==> src/rtl/op_packer_12.sv <==
// op_packer_12: collects 3-bit operands into groups of up to twelve lanes.
// Each completed group is presented with its packed lanes, the lane sum and
// the number of lanes written; a group closes on the twelfth lane or on
// in_last, whichever comes first.
//
// Handshake: a beat transfers on any rising edge where in_valid && in_ready;
// a completed group transfers on any rising edge where out_valid && out_ready.
// Once out_valid is raised, op_out/sum_out/lanes_out hold until the transfer.
// in_ready is low only while a completed group is waiting and not taken.
module op_packer_12 (
    input  logic        clk,
    input  logic        reset_n,
    input  logic        in_valid,
    input  logic [2:0]  in_data,
    input  logic        in_last,
    output logic        in_ready,
    output logic        out_valid,
    input  logic        out_ready,
    output logic [35:0] op_out,
    output logic [6:0]  sum_out,
    output logic [3:0]  lanes_out
);

    // Assembly state for the group currently being collected.
    logic [3:0]  cnt;
    logic [35:0] asm_reg;
    logic [6:0]  run_sum;

    // Combinational view of the current beat.
    logic        accept;
    logic        complete;
    logic [35:0] asm_next;
    logic [6:0]  sum_next;
    logic [3:0]  lanes_next;

    // A waiting group blocks input only when downstream is not taking it.
    assign in_ready = !(out_valid && !out_ready);

    // Decode the beat: where it lands, the updated sum, and whether it closes the group.
    always_comb begin
        accept     = in_valid && in_ready;
        complete   = accept && ((cnt == 4'd11) || in_last);
        asm_next   = asm_reg;
        sum_next   = run_sum + {4'b0000, in_data};
        lanes_next = cnt + 4'd1;
        for (int k = 0; k < 12; k++) begin
            if (cnt == 4'(k)) begin
                asm_next[3*k +: 3] = in_data;
            end
        end
    end

    // Assembly register, running sum and lane counter; all cleared when a group closes.
    always_ff @(posedge clk or negedge reset_n) begin
        if (!reset_n) begin
            cnt     <= 4'd0;
            asm_reg <= 36'd0;
            run_sum <= 7'd0;
        end else if (complete) begin
            cnt     <= 4'd0;
            asm_reg <= 36'd0;
            run_sum <= 7'd0;
        end else if (accept) begin
            cnt     <= cnt + 4'd1;
            asm_reg <= asm_next;
            run_sum <= sum_next;
        end
    end

    // Output group registers: load on completion, otherwise hold (data is retained after transfer).
    always_ff @(posedge clk or negedge reset_n) begin
        if (!reset_n) begin
            op_out    <= 36'd0;
            sum_out   <= 7'd0;
            lanes_out <= 4'd0;
        end else if (complete) begin
            op_out    <= asm_next;
            sum_out   <= sum_next;
            lanes_out <= lanes_next;
        end
    end

    // out_valid: set by a completion (even in the same cycle as a transfer), cleared by a bare transfer.
    always_ff @(posedge clk or negedge reset_n) begin
        if (!reset_n) begin
            out_valid <= 1'b0;
        end else if (complete) begin
            out_valid <= 1'b1;
        end else if (out_valid && out_ready) begin
            out_valid <= 1'b0;
        end
    end

endmodule

==> config.mk <==
export PLATFORM = sky130hd
export DESIGN_NAME = op_packer_12
export DESIGN_NICKNAME = d
export VERILOG_FILES = /design/src/rtl/op_packer_12.sv
export SDC_FILE = /design/constraint.sdc
export NUM_CORES = 1
export LEC_CHECK = 0
export CAP_MARGIN = 5
export CORE_ASPECT_RATIO = 2
export CORE_UTILIZATION = 40
export CTS_CLUSTER_DIAMETER = 40
export CTS_CLUSTER_SIZE = 8
export DETAILED_ROUTE_END_ITERATION = 10
export GPL_ROUTABILITY_DRIVEN = 0
export SLEW_MARGIN = 20
export SYNTH_ARGS = -nofsm -noshare
export SYNTH_HDL_FRONTEND = slang
export SYNTH_SLANG_ARGS = --single-unit
==> constraint.sdc <==
create_clock -name clk -period 2.1 [get_ports clk]
set_clock_uncertainty 0.15 [all_clocks]
set_input_delay 0.315 -clock clk [delete_from_list [all_inputs] [get_ports clk]]
set_output_delay 0.315 -clock clk [all_outputs]
set_load 0.01 [all_outputs]
==> impl_results.md, run 1 <==
- Internal Power: 3.62 mW
- Slew HR: 72.7%
- Netlist cell types: 43
- Iteration-0 DRC Markers: 123
- Largest net degree at the start of global routing: 49
- Critical Path RT: 2220 ps
- Register area share after synthesis: 53.6%
- Final wirelength: 10400 µm
- Reg2Reg Setup Slack: 180 ps
- CTS Root Cell: clkbuf_16
- DR vias: 3367
- Worst Path Max Fanout: 3
- 1st-pass router iterations: 4
- Core Footprint: 0.0108 mm²
- Switch share: 26.3%
- WL/cell: 16.0 µm
- Ant diodes: 0
- Initial Util: 41.0%
- First-pass GRT wire length: 17000 µm
- CTS buffer count: 9
- Setup crit end kind: register
- Top cell type's share of synthesized area: 53.6%
- Period utilization: 94.9%
- Busiest grt layer: met2
- Post-route setup slack: 107 ps
- Ys async rst share: 100%
- Pwr Total: 4.91 mW
- Post-DP HPWL: 7730 µm
- Final Hold Fails: 0
- Status: finished clean
- Final instance area: 0.00572 mm²
- Net Sw Power: 1.29 mW
- Num rows: 54
- Cell Area, Placed: 0.00536 mm²
- GR Layer Usage met2: 35.0%
- Lkg Pwr: 2.45 nW
- Clock Latency Late Sink: 340 ps
- Sequential Power Share: 43.1%
- Peak supply drop: 574 µV
- Largest area contributor in the netlist: dfrtp_1
- Initial antenna violation count: 0
- Power Density: 858 mW/mm²
- All-layer global routing usage: 19.2%
- Layout area overhead: 29.0%
- Top cells by area, synth: dfrtp_1, o21ai_0, nand2_1, mux2i_1, o311ai_2
- DRT antenna net count: 0
- Post-route DRC: 0
- Number of synthesized flops with an enable pin: 0
- Die footprint: 0.0115 mm²
- GR Util met1: 21.3%
- Cell count after synthesis: 423
- RSZ-0062 raised after global routing: false
- Dpl ws: -348 ps
- Nets: 521
- Vias per cell: 5.18
- Final setup TNS: 0 ps
- Syn nets: 439
- Die W: 76.4 µm
- Final setup fails: 0
- Commonest non-fill, non-tap cells in the layout: nand2_1, dfrtp_1, o21ai_0, clkdlybuf4s50_1, buf_4
- Mapped Area: 0.00443 mm²
- Critical R2R Launch: cnt[1]
- Clock power frac: 36.8%
- Worst-path clk slew: 70 ps
- CP arrival: 2110 ps
- Vias in the first global route: 3401
- Fraction of layout cells with a size suffix above 1: 15.7%
- Critical Path Source Type: input pin
- Critical R2R Capture: op_out[0]
- Ports: 57
- Total congestion overflow: 0
- Multi-input gate area: 0.00190 mm²
- WS Path Type: input pin to register
- Met3 Track Usage GR: 3.07%
- Post-synthesis sequential element count: 95
- Number of fill cells: 994
- IO buf count: 56
- Die height: 151 µm
- TritonCTS clock tree: built
- Worst slew pin tran: 408 ps
- Slew Viols, Final: 0
- Syn. warnings: 0
- CTS sink count: 95
- Period minus WS final: 1990 ps
- Combinational Power Share: 20.2%
- Max Cap Viol: 0
- Ys flop type: dfrtp_1
- CTS Buffer Depth: 2
- Postcts setup bufs: 0
- Register area: 0.00238 mm²
- # H-tree levels: 3
- Worst r2r path cells: 5
- Syn avg cell area: 10.5 µm²
- Fmax: 502 MHz
- Worst min-delay path category: input pin to async pin
## through the flow
stage	hold slack, ps	instances	util [%]
after floorplan	-131	423	-
after global placement	83.5	633	49.6
after detailed placement	88.8	633	49.6
after CTS	272	650	52.7
after global routing	298	650	52.9
final	265	650	52.9
## cells by family (layout without fill, tap and decap cells)
logic type      after synthesis  in the layout  synth area share, %
flops                        95             95                 53.6
mux                          33             33                 7.51
fa+ha+maj                     8              8                 2.43
xor+xnor                      7              7                 1.38
compound gates              114            114                 16.8
buf+inv                      35            122                 3.92
simple gates                131            131                 14.3
## synth_stat cells (5+ instances only)
master / n
and3b_1: 6
buf_1: 5
buf_2: 7
clkbuf_1: 7
dfrtp_1: 95
ha_1: 7
inv_1: 7
mux2i_1: 31
nand2_1: 95
nor2_1: 7
o21ai_0: 73
o21ai_1: 10
o311ai_2: 10
## worst max-delay path by stage
stage / start / to / slack (ps) / depth (start not counted)
floorplan: cnt[0] / lanes_out[1] / 180 / 5
global placement: in_data[0] / run_sum[6] / -310 / 8
detailed placement: in_data[0] / run_sum[6] / -350 / 8
CTS: in_data[0] / run_sum[6] / 10 / 8
global route: cnt[1] / op_out[4] / 20 / 5
finish: in_data[0] / run_sum[6] / 110 / 8
## routing by layer
layer,vias up,wire [µm]
li1,1624,-
met1,1637,4080
met2,77,5590
met3,29,290
met4,0,410
met5,-,0
## power by group through the flow
stage | Combinational, mW | Sequential [mW] | Clock (mW)
final | 0.990 | 2.11 | 1.80
after global routing | 1.08 | 2.14 | 1.90
after CTS | 0.991 | 2.12 | 1.82
after detailed placement | 0.987 | 2.15 | 0
after global placement | 0.974 | 2.14 | 0
after floorplan | 0.431 | 2.19 | 0
## cell type report
cell class                      instances  area share, %
Tap cell                              140           3.06
Inverter                                7          0.460
Multi-Input combinational cell        293           33.2
Sequential cell                        95           41.6
Clock inverter                          4           1.34
Clock buffer                           12           4.49
Timing Repair Buffer                   99           15.9
## critical path, cell delays in order
cell	delay (ps)
clkdlybuf4s50_1	490
ha_1	180
inv_1	60
fa_2	350
nor2b_2	160
o2111ai_2	150
or3_1	330
o21ai_0	70
## timing repair
action	in CTS	in global routing
endpoints found under the setup margin	0	4
hold buffers	1	0
gates resized for setup	0	4
endpoints found under the hold margin	21	0
(Power assumes the default switching activity.)
==> run 2, diff against run 1 <==
- CAP_MARGIN: 5 -> unset
==> results of run 2 <==
The final DEF is identical to that of run 1; final timing and power are the same.
==> run 3, diff against run 2 <==
- SLEW_MARGIN: 20 -> unset
==> results of run 3 <==
The final DEF is identical to that of run 1; final timing and power are the same.
